**src/rtl/cache_fill_arbiter.sv**
```systemverilog
// cache_fill_arbiter: shares one memory port between D-cache write-through, D-fill and I-fill.
// Define ARB_ROUND_ROBIN_EN to alternate contended I/D fills; otherwise D-fill always wins.
module cache_fill_arbiter #(
  parameter int MEM_LATENCY = 4,
  parameter int BLOCK_WORDS = 8
) (
  input  logic        clk,
  input  logic        rst,
  input  logic        icache_miss,
  input  logic [15:0] icache_miss_addr,
  input  logic        dcache_miss,
  input  logic [15:0] dcache_miss_addr,
  input  logic        dcache_wr,
  input  logic [15:0] dcache_wr_addr,
  input  logic [15:0] dcache_wr_data,
  input  logic [15:0] mem_data_out,
  input  logic        mem_data_valid,
  output logic        mem_en,
  output logic        mem_wr,
  output logic [15:0] mem_addr,
  output logic [15:0] mem_data_in,
  output logic [15:0] fill_data,
  output logic [2:0]  fill_word,
  output logic        icache_fill_we,
  output logic        dcache_fill_we,
  output logic        icache_fill_done,
  output logic        dcache_fill_done,
  output logic        wr_ack
);
  typedef enum logic [1:0] {IDLE, WRITE, FILL_I, FILL_D} state_t;
  state_t state;
  logic [3:0] issue_cnt, recv_cnt;
  logic [15:0] base;
  logic fill, issuing, rx, last_word, grant_d;
  if (MEM_LATENCY < 1) begin : g_bad_latency
    $error("MEM_LATENCY must be at least 1");
  end
`ifdef ARB_ROUND_ROBIN_EN
  logic last_grant;
  assign grant_d = dcache_miss && (!icache_miss || !last_grant);
`else
  assign grant_d = dcache_miss;
`endif
  // every output is forced low while rst is high, so an aborted operation never pulses
  assign fill = state == FILL_I || state == FILL_D;
  assign issuing = !rst && fill && issue_cnt < 4'(BLOCK_WORDS);
  assign rx = !rst && fill && mem_data_valid;
  assign last_word = rx && recv_cnt == 4'(BLOCK_WORDS - 1);
  assign wr_ack = !rst && state == WRITE;
  assign mem_wr = wr_ack;
  assign mem_en = wr_ack || issuing;
  assign mem_addr = wr_ack ? dcache_wr_addr : issuing ? base + (16'(issue_cnt) << 1) : '0;
  assign mem_data_in = wr_ack ? dcache_wr_data : '0;
  assign fill_data = rx ? mem_data_out : '0;
  assign fill_word = rx ? recv_cnt[2:0] : '0;
  assign icache_fill_we = rx && state == FILL_I;
  assign dcache_fill_we = rx && state == FILL_D;
  assign icache_fill_done = last_word && state == FILL_I;
  assign dcache_fill_done = last_word && state == FILL_D;
  always_ff @(posedge clk) begin
    if (rst) begin
      state <= IDLE;
      issue_cnt <= '0;
      recv_cnt <= '0;
      base <= '0;
`ifdef ARB_ROUND_ROBIN_EN
      last_grant <= 1'b0;
`endif
    end else begin
      unique case (state)
        IDLE: begin
          if (dcache_wr) state <= WRITE;
          else if (dcache_miss || icache_miss) begin
            state <= grant_d ? FILL_D : FILL_I;
            base <= (grant_d ? dcache_miss_addr : icache_miss_addr) & 16'hFFF0;
            issue_cnt <= '0;
            recv_cnt <= '0;
`ifdef ARB_ROUND_ROBIN_EN
            last_grant <= grant_d;
`endif
          end
        end
        WRITE: state <= IDLE;
        default: begin
          if (issuing) issue_cnt <= issue_cnt + 4'd1;
          if (rx) recv_cnt <= recv_cnt + 4'd1;
          if (last_word) state <= IDLE;
        end
      endcase
    end
  end
endmodule

```
**config.mk**
```make
export PLATFORM = sky130hd
export DESIGN_NAME = cache_fill_arbiter
export DESIGN_NICKNAME = d
export VERILOG_FILES = /design/src/rtl/cache_fill_arbiter.sv
export SDC_FILE = /design/constraint.sdc
export NUM_CORES = 1
export LEC_CHECK = 0
export ABC_AREA = 1
export BUFFER_PORTS_ARGS = -buffer_cell sky130_fd_sc_hd__buf_2
export CAP_MARGIN = 15
export CORE_MARGIN = 2
export CORE_UTILIZATION = 40
export CTS_BUF_LIST = sky130_fd_sc_hd__clkbuf_8 sky130_fd_sc_hd__clkbuf_16
export DETAILED_ROUTE_END_ITERATION = 16
export PLACE_DENSITY_LB_ADDON = 0.2
export SYNTH_ARGS = -nofsm -noshare
export SYNTH_HDL_FRONTEND = slang
export SYNTH_SLANG_ARGS = --single-unit
```
**constraint.sdc**
```tcl
create_clock -name clk -period 1.45 [get_ports clk]
set_input_delay 0.0725 -clock clk [delete_from_list [all_inputs] [get_ports clk]]
set_output_delay 0.0725 -clock clk [all_outputs]
set_load 0.01 [all_outputs]
```
Word-level counts from Yosys, hierarchy flattened
Cells that the tools add are included.

word-level totals
  word-level logic and storage cells = 55
  memory bits (writable) = 0
  memory bits (read-only) = 0
  bits in latches = 0
  memories kept = 0
  output and inout port bits = 58
  bits in registers = 22
  input bits = 86

operators by class
  bitwise gates (word level) = 2
  add/subtract/negate cells = 3
  multiply operators = 0
  $lt $le $gt $ge = 1
  eq/ne operators = 7
  reduce and logical (&&, ||, !) cells = 21
  mux-type cells = 17
  shift-type cells = 0
  div/mod/pow operators = 0

operators by type and width
  operator               number
  $mux W16               5
  $add A16 B5 Y16        1
  $mux W4                4
  $pmux W4 S2            2
  $logic_and A1 B1 Y1    9
  $add A4 B1 Y4 const B  2
  $reduce_and A4 Y1      2
  $mux W2                3
  $eq A2 B2 Y1 const B   2
  $eq A4 B3 Y1 const B   1
  $lt A4 B4 Y1 const B   1
  $ne A2 B2 Y1 const B   2
  $pmux W2 S2            1
  $reduce_bool A2 Y1     2
  $logic_or A1 B1 Y1     3
  $mux W3                1
  $ne A3 B3 Y1 const B   1
  $reduce_and A3 Y1      1
  $reduce_bool A3 Y1     1
  $eq A2 B1 Y1 const B   1
  $logic_not A2 Y1       1
  $not A1 Y1             2
  $reduce_and A2 Y1      1
  $logic_not A1 Y1       1
  $mux W1                1

Longest topological paths before layout
  word-level depth = 7
  depth in mapped cells = 9
  gate-level depth less buffers = 9

Least setup slack after synthesis
Ideal clock, no wire load.

  kind = flip-flop to output port
  from = register issue_cnt[3]
  to = output mem_addr[11]
  data arrival time = 1.144 ns
  stages on the path, launching flop included = 8
  path buffers = 0
  data required time = 1.378 ns
  setup slack = 0.233 ns
  cell sequence = dfxtp_1 ha_1 nand2_1 nor2_2 nand2_1 nand2_1 nand2_1 o21ai_1

on the way
  cells in the longest elaborated chain, start to end = 4
  elaborated cells between the ends (all ways) = 5
  those cells by class = add/sub (1); order compare (1); mux (2); reduce/logical (1)

RTL lines
  element                                                                  RTL line  source
  from (decl)                                                              32        logic [3:0] issue_cnt, recv_cnt;
  from (signal assigned)                                                   85        if (issuing) issue_cnt <= issue_cnt + 4'd1;
  parallel branches: the longest is 2 deep, another holds $add A16 B5 Y16  --
  $mux W16 (*) (2 in series)                                               52        assign mem_addr = wr_ack ? dcache_wr_addr : issuing ? base + (16'(issue_cnt) << 1) : '0;
  to (decl)                                                                20        output logic [15:0] mem_addr,

Mark *: on every way between the ends.

Final worst setup path
  from = register issue_cnt[3]
  to = output mem_addr[9]

The elaborated chain is that of the path after synthesis.

==> results.json <==
{
  "worstPathCellList": "ha_4 -> nand2_4 -> nor2_4 -> buf_6 -> buf_4 -> a21oi_1 -> nand2_1 -> nand2_1 -> buf_2",
  "hold_path.class": "in -> reg",
  "netlist_area_um2": 1850,
  "die_h_um": 72.0,
  "globalplace.congestion": 0.799,
  "drc": 0,
  "holdWs_ns": 0.0537,
  "multiInputGateArea_um2": 1200,
  "fin_nets": 574,
  "grt_first_pass_wirelength_um": 8220,
  "dr_wl_met2_um": 2450,
  "clk_latency_ns": 0.27,
  "cts_root_buf": "clkbuf_8",
  "tns_ns": -0.823,
  "max_stage_delay_ns": 0.37,
  "grt_overflow": 0,
  "grtUsageTotal": 0.192,
  "cp_top_family": "flip-flops",
  "yosysWarnings": 0,
  "vdd_drop_max_uv": 371,
  "drt_iter0_drc": 46,
  "status": "complete, but fails checks",
  "timing.final.ws_setup_ns": -0.185,
  "synth-edff-count": 0,
  "fmax_mhz": 612,
  "synth.ff_latch_count": 22,
  "clock-sinks": 22,
  "dieArea_um2": 5190,
  "routed_wirelength_um": 5330,
  "fin_skew_ns": 0.0147,
  "rsz0062_at_grt": "true",
  "yosysTopAreaCell": "dfxtp_1",
  "yosysMostFrequentCell": "nand2_1",
  "powerDensity_nw_per_um2": 646,
  "finalMaxSlewViolations": 0,
  "via_per_inst": 4.53,
  "yosys-top-cells-count": "nand2_1 (105), inv_1 (60), nor2_1 (56)",
  "wl_per_cell_um": 9.96,
  "numPortBuffers": 135,
  "maxSlewHeadroom": 0.820,
  "clkTransAtPathRegs_ns": 0.09,
  "start_kind": "register",
  "timing.final.crit_share": 1.13,
  "nFillCells": 415,
  "arrival_ns": 1.56,
  "worstSetupPathType": "reg -> out",
  "crit_fanout": 4,
  "cap_violations": 0,
  "syn_nets": 433,
  "yosysSeqAreaShare": 0.238,
  "synth_top_area_frac": 0.238,
  "tightest_slew_ns": 0.270,
  "register_area_um2": 460,
  "dp_hpwl_um": 4230,
  "crit_buf_inv": 3,
  "die_w_um": 72.0,
  "setup_violations": 9,
  "vias": 2422,
  "num_antenna_cells": 0,
  "fp-row-count": 24,
  "wl_met1_um": 2360,
  "drtAntennaViolNets": 0,
  "crit_required_ns": 1.38,
  "io_pins": 144,
  "cts.htree.levels": 1,
  "cpMaxStageDelayCell": "dfxtp_4",
  "antenna_found_initial": 0,
  "syn_avg_cell_area_um2": 5.40,
  "ys_top_cells_by_area": "dfxtp_1 (24%), nand2_1 (21%), inv_1 (12%)",
  "syn-instance-count": 343,
  "async_flop_share": 0,
  "area_delta_synth_final_pct": 54.2,
  "cts_tree": "done",
  "synthFlopType": "dfxtp_1",
  "fin_crit_ns": 1.63,
  "violations": "negative setup slack",
  "power_leakage_nw": 1.71,
  "end_kind": "output pin",
  "clk_path_buf_depth": 2,
  "drive_gt1_frac": 0.398,
  "post-route-util": 0.647,
  "cpMostUsedCell": "nand2_1",
  "core-area_um2": 4410,
  "grt_max_degree": 22,
  "synth_cell_types": 22,
  "first_global_vias": 1977,
  "cts_inserted_buffers": 3,
  "initial_core_util": 0.419,
  "drtPass1Iterations": 4,
  "hold_viol_final": 0,
  "met3_length_um": 480,
  "top_layer_used": "met4"
}
==> per-layer routing <==
metal | global-route usage | up-vias
li1 | - | 1319
met1 | 0.247 | 1004
met2 | 0.335 | 97
met3 | 0.0264 | 2
met4 | 0.0566 | 0
met5 | 0 | -
==> per-stage QoR <==
stage,cells,setup WS [ns],power (W),cell area [µm²]
floorplan,343,0.233,0.00103,1850
global route,535,-0.248,0.00196,2850
finish,535,-0.185,0.00184,2850
detailed placement,526,0.0762,0.00125,2580
CTS,532,-0.131,0.00183,2750
global placement,526,0.0941,0.00124,2580
==> area by class of cell <==
class                   instances  share of cell area
multi-input cells             241               0.422
repair buffers                148               0.275
flip-flops and latches         22               0.161
inverters                      68              0.0943
well taps                      52              0.0228
clock buffers                   3              0.0145
clock inverters                 1              0.0105
==> power breakdown <==
| group | switching [W] | internal (W) |
|---|---|---|
| clock | 0.000199 | 0.000369 |
| combinational | 0.000326 | 0.000245 |
| sequential | 0.0000526 | 0.000653 |
| total | 0.000577 | 0.00127 |
==> final timing paths <==
path	cells past startpoint	to	slack, ns	startpoint
worst max-delay path	9	mem_addr[9]	-0.18	issue_cnt[3]$_SDFFE_PP0P_
worst min register to register	2	base[14]$_SDFFE_PP0P_	0.47	base[14]$_SDFFE_PP0P_
worst min-delay path	2	state[0]$_SDFFE_PP0P_	0.05	rst
worst max register to register	6	recv_cnt[2]$_SDFFE_PP0P_	0.17	state[0]$_SDFFE_PP0P_
==> flip-flops by register name (all words and copies together), names as in the netlist <==
register,cells
issue_cnt,4
base,12
state,2
recv_cnt,4
==> what timing repair did <==
| item | 4_1_cts | 5_1_grt |
|---|---|---|
| gates resized for setup | 26 | 22 |
| pin swaps | 4 | 14 |
| hold buffers | 0 | 0 |
| buffers inserted | 2 | 3 |
| setup endpoints to repair | 36 | 27 |
==> kinds of logic after synthesis <==
logic type / count (synthesis) / synth area share
adder cells (fa/ha/maj): 4 / 0.0270
buffers and inverters: 80 / 0.177
AO/OA/AOI/OAI: 49 / 0.135
AND/OR/NAND/NOR: 188 / 0.423
flip-flops: 22 / 0.238
==> cell usage in the layout, fill, tap and decap left out, types with 3 or more instances in the layout <==
cell type	count
a21oi_1	22
o21ai_0	10
nand2_2	5
nor2_1	54
buf_2	135
nand4_1	3
nand2_1	99
nand3_1	11
inv_2	4
buf_6	3
ha_4	3
inv_1	60
dfxtp_4	5
buf_4	10
clkbuf_8	3
dfxtp_1	16
nand3_4	3
o21ai_1	13
nand3_2	5
nor2_4	3
==> worst reg2reg max path: stages, from the launching register on <==
cell     delay [ns]
dfxtp_4        0.37
nor2_1         0.24
nand3_4        0.21
nand2_1        0.20
inv_1          0.08
nand2_1        0.07
nor2_1         0.03
Note: power is estimated with default switching activity, not from simulation.
